## src/rtl/uart_tx_arbiter.sv

```systemverilog
// Round-robin scheduler sharing one UART transmitter between N_REQ producers.
// Grants one byte, waits for frame done or watchdog, then holds an idle gap.
module uart_tx_arbiter #(
  parameter int N_REQ          = 4,
  parameter int LOG2_N_REQ     = 2,
  parameter int NB_DATA        = 8,
  parameter int NB_CNT         = 16,
  parameter int TIMEOUT_CYCLES = 4096,
  parameter int GAP_CYCLES     = 16
) (
  input  logic                     i_clock,
  input  logic                     i_reset,
  input  logic [N_REQ-1:0]         i_req,
  input  logic [N_REQ*NB_DATA-1:0] i_data,
  output logic [N_REQ-1:0]         o_grant,
  output logic [NB_DATA-1:0]       o_tx_data,
  output logic                     o_tx_start,
  input  logic                     i_tx_done,
  output logic                     o_busy,
  output logic                     o_timeout
);

  typedef enum logic [1:0] {
    IDLE,
    BUSY,
    GAP
  } state_t;

  localparam logic [NB_CNT-1:0] TO_LAST =
    NB_CNT'(TIMEOUT_CYCLES - 1);
  localparam logic [NB_CNT-1:0] GAP_LAST =
    NB_CNT'((GAP_CYCLES > 0) ? GAP_CYCLES - 1 : 0);
  localparam logic [LOG2_N_REQ:0] N_W =
    (LOG2_N_REQ+1)'(N_REQ);

  state_t                  state, state_n;
  logic [LOG2_N_REQ-1:0]   ptr, ptr_n;
  logic [NB_CNT-1:0]       cnt, cnt_n;
  logic [N_REQ-1:0]        grant_n;
  logic [NB_DATA-1:0]      data_n;
  logic                    start_n;
  logic                    busy_n;
  logic                    to_n;

  logic [LOG2_N_REQ-1:0]   win;
  logic [LOG2_N_REQ-1:0]   idx;
  logic [LOG2_N_REQ:0]     sum;
  logic                    found;

  // First pending request at or above ptr, wrapping past N_REQ-1.
  always_comb begin
    win   = '0;
    idx   = '0;
    sum   = '0;
    found = 1'b0;
    for (int i = 0; i < N_REQ; i++) begin
      sum = {1'b0, ptr} + (LOG2_N_REQ+1)'(i);
      if (sum >= N_W)
        sum = sum - N_W;
      idx = sum[LOG2_N_REQ-1:0];
      if (!found && i_req[idx]) begin
        found = 1'b1;
        win   = idx;
      end
    end
  end

  always_comb begin
    state_n = state;
    ptr_n   = ptr;
    cnt_n   = cnt;
    grant_n = '0;
    start_n = 1'b0;
    data_n  = o_tx_data;
    to_n    = o_timeout;
    unique case (state)
      IDLE: begin
        if (found) begin
          grant_n = N_REQ'(1) << win;
          start_n = 1'b1;
          data_n  = i_data[win*NB_DATA +: NB_DATA];
          ptr_n   = (win == LOG2_N_REQ'(N_REQ - 1)) ?
                    '0 : win + LOG2_N_REQ'(1);
          cnt_n   = '0;
          state_n = BUSY;
        end
      end
      BUSY: begin
        cnt_n = cnt + NB_CNT'(1);
        // A done pulse coinciding with expiry is a clean frame.
        if (i_tx_done || cnt == TO_LAST) begin
          if (!i_tx_done)
            to_n = 1'b1;
          cnt_n   = '0;
          state_n = (GAP_CYCLES == 0) ? IDLE : GAP;
        end
      end
      GAP: begin
        cnt_n = cnt + NB_CNT'(1);
        if (cnt == GAP_LAST) begin
          cnt_n   = '0;
          state_n = IDLE;
        end
      end
      default: begin
        cnt_n   = '0;
        state_n = IDLE;
      end
    endcase
    busy_n = (state_n != IDLE);
  end

  always_ff @(posedge i_clock) begin
    if (i_reset) begin
      state      <= IDLE;
      ptr        <= '0;
      cnt        <= '0;
      o_grant    <= '0;
      o_tx_start <= 1'b0;
      o_tx_data  <= '0;
      o_busy     <= 1'b0;
      o_timeout  <= 1'b0;
    end else begin
      state      <= state_n;
      ptr        <= ptr_n;
      cnt        <= cnt_n;
      o_grant    <= grant_n;
      o_tx_start <= start_n;
      o_tx_data  <= data_n;
      o_busy     <= busy_n;
      o_timeout  <= to_n;
    end
  end

endmodule

```

## config.mk

```make
export PLATFORM = sky130hd
export DESIGN_NAME = uart_tx_arbiter
export DESIGN_NICKNAME = d
export VERILOG_FILES = /design/src/rtl/uart_tx_arbiter.sv
export SDC_FILE = /design/constraint.sdc
export NUM_CORES = 1
export LEC_CHECK = 0
export ABC_AREA = 1
export CORE_ASPECT_RATIO = 0.9
export CORE_MARGIN = 2
export CORE_UTILIZATION = 55
export CTS_CLUSTER_SIZE = 16
export DETAILED_ROUTE_END_ITERATION = 12
export GPL_TIMING_DRIVEN = 0
export PLACE_DENSITY = 0.86
export SYNTH_ARGS = -nofsm -noshare
export SYNTH_HDL_FRONTEND = slang
export SYNTH_SLANG_ARGS = --single-unit
```

## constraint.sdc

```tcl
create_clock -name i_clock -period 2.9 [get_ports i_clock]
set_clock_uncertainty 0.1 [all_clocks]
set_input_delay 0.435 -clock i_clock [delete_from_list [all_inputs] [get_ports i_clock]]
set_output_delay 0.435 -clock i_clock [all_outputs]
set_load 0.05 [all_outputs]
```

# Word-level counts from Yosys, hierarchy flattened
# Cells that the tools add are included.
[op_classes] eq_ne=6 bitwise_logic=3 n_reduce_logical=13 muxes=30 order_cmp=8 add_sub_neg=9 shifts=2
[op_table] cell="$mux W16" count=3
[op_table] cell="$pmux W16 S3" count=1
[op_table] cell="$shiftx A32 B6 Y8" count=1
[op_table] cell="$mux W2" count=12
[op_table] cell="$add A16 B1 Y16 const B" count=1
[op_table] cell="$eq A16 B12 Y1 const B" count=1
[op_table] cell="$eq A16 B4 Y1 const B" count=1
[op_table] cell="$lt A2 B3 Y1 const B" count=4
[op_table] cell="$ge A3 B3 Y1 const B" count=3
[op_table] cell="$mux W1" count=9
[op_table] cell="$bmux W1 S2" count=4
[op_table] cell="$sub A2 B1 Y2 const B" count=4
[op_table] cell="$add A2 B2 Y3 const B" count=2
[op_table] cell="$pmux W2 S3" count=1
[op_table] cell="$eq A2 B2 Y1 const B" count=2
[op_table] cell="$shl A1 B2 Y4 const A" count=1
[op_table] cell="$add A2 B1 Y3 const B" count=1
[op_table] cell="$ge A2 B3 Y1 const B" count=1
[op_table] cell="$logic_and A1 B1 Y1" count=3
[op_table] cell="$logic_not A1 Y1" count=3
[op_table] cell="$not A1 Y1" count=3
[op_table] cell="$reduce_and A3 Y1" count=1
[op_table] cell="$reduce_or A3 Y1" count=1
[op_table] cell="$add A2 B1 Y2 const B" count=1
[op_table] cell="7 further kinds" count=7
[totals] ff_bits=35

# Depth between registers and ports, before layout
# Gate-level depths: netlist (run 1).
[depth] ltp_word=17 mapped_depth=15 mapped_depth_nobuf=14

# Worst setup path before layout (run 1)
# Ideal clock, no wire load.
[synth_timing] path_type="reg-to-reg" startpoint="reg cnt[0]" endpoint="reg cnt[4]" path_slack_ns=1.080 synth_period_minus_slack_ns=1.820 arrival_time_ns=1.595 path_buffers=1 stages_incl_launch_ff=12 setup_ns=0.126 path_cell_list="dfxtp_1 -> ha_1 -> nand3_1 -> nor3_1 -> a21oi_1 -> nand2_1 -> nand2_1 -> nand2_1 -> nand2_1 -> nand2_1 -> buf_2 -> nor3_1"
[synth_via] elab_chain_len=4 elab_cells_between_ends=7 cone_classes="add/sub: 1; eq/ne: 2; mux: 3; reduce/logical: 1"
[synth_lines] item="start: declaration" line="38" source="logic [NB_CNT-1:0] cnt, cnt_n;"
[synth_lines] item="start signal: assignment" line="126" source="cnt <= cnt_n;"
[synth_lines] item="branches (longest 3 deep; another with $add A16 B1 Y16)"
[synth_lines] item="$pmux W16 S3 *" line="76" source="unique case (state)"
# Every way passes the cells marked *.
# A chain may end at the register's enable or synchronous reset.

# Final worst setup path (run 1)
# Same ends and word-level chain as after synthesis.

==> impl_metrics.csv, run 1 <==
group,metric,value,unit
layout,final_cell_area,3220,um^2
layout,multi_input_area,1400,um^2
critical_path,end_kind,"flop",
timing,slew_violations,0,
drt,ant_nets,0,
logic_synthesis,synth_xor_area_share,0.698,%
power,p_total,3.12,mW
layout,regArea,701,um^2
timing,min_period,2.26,ns
clock_network,cts.sinks,35,
die,ios,54,
critical_path,arrival,2.33,ns
die,rows,23,
power,ir_worst_vdd,0.000703,V
logic_synthesis,ys_types,34,
global_route,grt_pass1_wl,10600,um
min_path,hold_path_class,"flop to flop",
logic_synthesis,yosys_register_bits,35,
timing,finalSetupViolations,0,
timing,setup_tns,0,ns
die,die_area,5120,um^2
timing,worst_pin_slew,0.505,ns
logic_synthesis,synth_cells,388,
clock_network,path_clk_slew,0.07,ns
clock_network,cts_root_buf,"clkbuf_8",
power,power.density,971,nW/um^2
clock_network,cts_tree,"yes",
timing,slew_headroom,66.2,%
placement,dp_hpwl,4620,um
logic_synthesis,synthSimpleGateAreaFrac,46.6,%
clock_network,cts_htree_levels,2,
drt,wl_per_cell,12.2,um
logic_synthesis,avgSynthCellArea,6.47,um^2
logic_synthesis,synth_compound_area_share,6.08,%
timing,post-route-period-util,78.0,%
global_route,track_usage,26.6,%
global_route,antenna_found_initial,0,
die,core_area,4430,um^2
layout,area_growth,28.2,%
drt,initialDrtViolationCount,236,
placement,placed_area,3120,um^2
logic_synthesis,yosysWarnings,0,
clock_network,post_cts_buffers,0,
clock_network,ctsResizeCount,0,
die,fp.dieH,68.1,um
drt,viasPerCell,5.17,
die,start_util,56.6,%
timing,hold_viol,0,
critical_path,start_kind,"flop",
drt,drt-pass1-iter-count,6,
layout,diodes,0,
critical_path,critPathMaxFanout,10,
logic_synthesis,netlist_area,2510,um^2
global_route,grt_max_degree,11,
clock_network,cts_made_buffers,5,
logic_synthesis,synth.mux.area_fraction,0,%
flow_run,cap_violations,0,
timing,rsz0062_at_grt,"false",
placement,io_buffers,53,
logic_synthesis,synthAdderAreaFrac,2.49,%
critical_path,critical_path_class,"flop to flop",
die,fp.dieW,75.2,um
layout,fin_nets,492,
layout,drive_above_1_share,12.2,%
layout,fin_cells,511,
critical_path,cp.required,2.97,ns
clock_network,clk_path_buf_depth,2,
placement,place_ws,0.398,ns
layout,fill_cells,385,
logic_synthesis,syn-num-nets,432,
placement,place_inst,503,
global_route,grt_pass1_vias,2475,
drt,drc,0,
logic_synthesis,async_reset_ff_share,0,%
drt,routed_wl,6240,um
global_route,grt-ovfl-total,0,
power,leakagePower,1.56,nW
timing,max_freq,0.442,GHz
timing,postLayoutSetupSlackWorst,0.638,ns
clock_network,ctsHoldBuffers,0,
clock_network,clock_latency,0.29,ns
logic_synthesis,seq_area_frac_synth,27.9,%
placement,gp_congestion,0.915,
drt,via_count,2643,
outcome,status,"completed",
logic_synthesis,synthFlopType,"dfxtp_1",
logic_synthesis,synth_top_family_by_area,"simple AND/OR/NAND/NOR gates",
logic_synthesis,synth_edf_count,0,
-- cell usage in the layout, fill, tap and decap left out, drive strengths merged, types with 2 or more instances in the layout --
master         netlist  layout
a21oi               13      13
buf                  6       6
clkbuf               4      12
clkdlybuf4s50        0      53
dfxtp               35      35
ha                   5       5
inv                 74      74
nand2              105     105
nand3               52      52
nand4               19      19
nor2                38      38
nor3                11      11
nor3b                3       3
nor4                 3       3
o21ai               11      11
xor2                 2       2
-- final cells by class --
type,count,area share (%)
tap,62,2.41
multi-input combinational,267,43.6
inverter,75,8.75
clock buffer,8,3.11
sequential,35,21.8
buffer,11,3.85
timing repair buffer,53,16.5
-- per-stage QoR --
| step | util (%) | hold slack (ns) |
|---|---|---|
| finish | 72.6 | 0.372 |
| global route | 72.6 | 0.400 |
| CTS | 72.6 | 0.377 |
| detailed placement | 70.3 | 0.357 |
| global placement | 70.3 | 0.368 |
| floorplan | - | 0.356 |
-- per-layer routing --
layer	part of all wire, %	wire [um]	up-vias	GRT usage, %
met5	0	0	-	0
met4	1.4	86	0	10.1
met3	6.9	432	10	5.89
met2	46	2880	102	44.4
met1	46	2850	1178	33.5
li1	-	-	1353	-
-- worst max-delay path: stages, from the launching register on --
cell     delay, ns
dfxtp_1       0.37
ha_1          0.18
nand3_1       0.19
nor3_1        0.35
a21oi_1       0.19
nand2_1       0.09
nand2_1       0.06
nand2_1       0.09
nand2_1       0.07
nand2_1       0.10
buf_2         0.25
nor3_1        0.09
-- final timing paths --
kind	startpoint	depth (start not counted)	endpoint	slack, ns
min reg2reg	o_timeout	2	o_timeout	0.37
min	o_timeout	2	o_timeout	0.37
max reg2reg	cnt[0]	11	cnt[4]	0.64
max	cnt[0]	11	cnt[4]	0.64
-- cells by family after synthesis --
| logic type | count (synthesis) |
|---|---|
| compound gates | 28 |
| buf+inv | 86 |
| simple gates | 232 |
| fa+ha+maj | 5 |
| xor+xnor | 2 |
| flops | 35 |
-- registers in the layout, indices dropped and copies added, names as in the netlist --
signal / flops
cnt: 16
o_tx_data: 8
o_grant: 4
ptr: 2
state: 2
o_busy: 1
o_timeout: 1
o_tx_start: 1
-- Yosys cell counts, drive strengths merged (4+ instances only) --
library cell	number	area [um^2]
nor2	38	159
inv	74	278
nor3	11	55.1
nand2	105	464
nand4	19	134
a21oi	13	65.1
ha	5	62.6
o21ai	11	58.8
clkbuf	4	55.1
buf	6	60.1
dfxtp	35	701
nand3	52	300
-- power breakdown --
group	leakage, nW	switching (mW)	internal, mW
sequential	0.286	0.0629	0.585
combinational	1.23	1.33	0.751
clock	0.0515	0.175	0.217
total	1.56	1.57	1.55
Note: power is estimated with default switching activity, not from simulation.
==> run 2: changes to the inputs <==
--- a/config.mk
+++ b/config.mk
@@ -8,11 +8,11 @@
 export ABC_AREA = 1
 export CORE_ASPECT_RATIO = 0.9
 export CORE_MARGIN = 2
-export CORE_UTILIZATION = 55
+export CORE_UTILIZATION = 51
 export CTS_CLUSTER_SIZE = 16
 export DETAILED_ROUTE_END_ITERATION = 12
 export GPL_TIMING_DRIVEN = 0
-export PLACE_DENSITY = 0.86
+export PLACE_DENSITY = 0.8
 export SYNTH_ARGS = -nofsm -noshare
 export SYNTH_HDL_FRONTEND = slang
 export SYNTH_SLANG_ARGS = --single-unit
==> constraint.sdc (replaced) <==
create_clock -name i_clock -period 2.3 [get_ports i_clock]
set_clock_uncertainty 0.1 [all_clocks]
set_input_delay 0.345 -clock i_clock [delete_from_list [all_inputs] [get_ports i_clock]]
set_output_delay 0.345 -clock i_clock [all_outputs]
set_load 0.05 [all_outputs]
==> run 2 against run 1 <==
- sequential share of layout area is 0.32 points lower
- sequential power is 25% higher
- total power is 30% higher
- first-iteration DRC count is 37% lower
- design area is 1.5% higher
- critical path type is now input pin to flop
- highest routed layer unchanged
==> impl_metrics.csv, run 2 (synthesis gave the netlist of run 1 again) <==
group,metric,value,unit
critical_path,critical_path_class,"input pin to flop",
global_route,antenna_found_initial,0,
layout,diodes,0,
clock_network,clock_latency,0.30,ns
power,p_total,4.05,mW
clock_network,cts.sinks,35,
timing,slew_violations,0,
die,ios,54,
die,rows,24,
critical_path,crit_slowest_cell,"clkdlybuf4s50_1",
layout,drive_above_1_share,13.4,%
drt,dr_wl_met3,415,um
critical_path,critPathMaxStageDelay,0.48,ns
critical_path,crit_top_cell,"nand3_1",
die,die_area,5500,um^2
clock_network,path_clk_slew,0.07,ns
timing,hold_slack,0.388,ns
drt,drt-pass1-iter-count,5,
global_route,grt-ovfl-total,0,
clock_network,ctsResizeCount,0,
timing,hold_viol,0,
timing,slew_headroom,65.2,%
layout,layout.cells.most_common,"nand2_1",
power,p_comb_share,65.4,%
layout,largest_reg_flops,16,
placement,gp_congestion,0.870,
clock_network,cts_made_buffers,5,
power,switching_share,49.7,%
flow_run,cap_violations,0,
drt,wl_per_cell,12.3,um
timing,post-route-period-util,91.3,%
drt,initialDrtViolationCount,148,
drt,routed_wl,6320,um
critical_path,arrival,2.19,ns
timing,finalSetupViolations,0,
min_path,hold_path_class,"flop to flop",
drt,maxUsedRoutingLayer,"met4",
critical_path,path_cells,"clkdlybuf4s50_1 -> inv_1 -> nand2_1 -> nand3_1 -> nand2_2 -> inv_1 -> nand3_1 -> nand3_1 -> nand2_1 -> clkinvlp_4 -> nand3_1 -> nand3_1 -> nand2_1 -> inv_1",
critical_path,cp.required,2.39,ns
layout,fin_nets,492,
critical_path,critPathTopFamily,"buffers and inverters",
layout,area_growth,30.1,%
critical_path,r2r_slack,0.21,ns
critical_path,start_kind,"input pin",
timing,max_freq,0.476,GHz
layout,registers.top_by_ff_count,"cnt",
drt,via_count,2677,
power,power_frac_seq,20.0,%
power,p_int,2.04,mW
outcome,status,"completed",
die,core_area,4800,um^2
drt,ant_nets,0,
global_route,grt_pass1_vias,2526,
clock_network,clk_path_buf_depth,2,
power,power.density,1240,nW/um^2
timing,rsz0062_at_grt,"false",
clock_network,cts_htree_levels,2,
critical_path,end_kind,"flop",
drt,drc,0,
global_route,track_usage,24.6,%
power,clkPwrFrac,14.6,%
clock_network,cts_tree,"yes",
drt,drt-met1-wl,2840,um
timing,min_period,2.10,ns
die,fp.dieH,70.5,um
drt,viasPerCell,5.21,
clock_network,post_cts_buffers,0,
power,leakagePower,1.59,nW
critical_path,crit_buf_inv,5,
power,ir_worst_vdd,0.000849,V
timing,worst_pin_slew,0.520,ns
clock_network,cts_root_buf,"clkbuf_8",
die,fp.dieW,77.9,um
layout,reg_top3,"cnt x16, o_tx_data x8, o_grant x4",
die,start_util,52.2,%
global_route,grt_max_degree,12,
layout,final_cell_mix,"83 x nand2_1, 69 x inv_1, 53 x clkdlybuf4s50_1",
critical_path,critPathMaxFanout,10,
global_route,grt_pass1_wl,11000,um
clock_network,ctsHoldBuffers,0,
layout,final_util,67.9,%
drt,dr_wl_met2,2960,um
power,netSwitchingPower,2.01,mW
placement,dp_hpwl,4840,um
placement,io_buffers,53,
[run 2: cell types whose count changed in the layout (fill, tap and decap cells not counted), sizes merged]
cell and delta:
buf -1, bufinv +1, clkbuf -1, clkinvlp +1
[run 2: power groups by stage]
| stage | registers, mW | clock network, mW | logic (mW) |
|---|---|---|---|
| after global placement | 0.822 | 0 | 2.56 |
| after floorplan | 1.15 | 0 | 1.66 |
| after global routing | 0.822 | 0.613 | 2.92 |
| final | 0.811 | 0.590 | 2.65 |
| after detailed placement | 0.820 | 0 | 2.61 |
| after CTS | 0.811 | 0.593 | 2.63 |
[run 2: stage by stage]
stage	setup TNS (ns)	worst slack [ns]	cells	area [um^2]
after global placement	-0.267	-0.0568	506	3120
after CTS	0	0.0237	514	3240
after global routing	0	0.0154	514	3260
final	0	0.199	514	3260
after detailed placement	-0.636	-0.0920	506	3120
after floorplan	0	0.480	388	2510
[run 2: metal layers]
layer	vias to the layer above	track usage (%)
met1	1220	32.2
met3	12	5.10
met5	-	0
li1	1350	-
met4	0	8.38
met2	95	40.6
[run 2: worst paths after layout]
path,endpoint,from,depth (start not counted)
max,o_tx_data[6],i_req[2],14
min reg2reg,cnt[1],cnt[1],2
max reg2reg,o_tx_data[6],ptr[0],13
min,cnt[1],cnt[1],2
[run 2: worst min-delay path: cells and delay by family, from the launching register on]
family,cells,cell delay (ns)
flops,1,0.33
simple gates,1,0.07
compound gates,1,0.05
[run 2: final cells by class]
cell class                 instances  area, um^2
multi-input combinational        267        1420
sequential                        35         701
fill                             434        1540
inverter                          75         285
clock inverter                     2        35.0
buffer                            11         126
clock buffer                       6        82.6
tap                               65        81.3
timing repair buffer              53         531
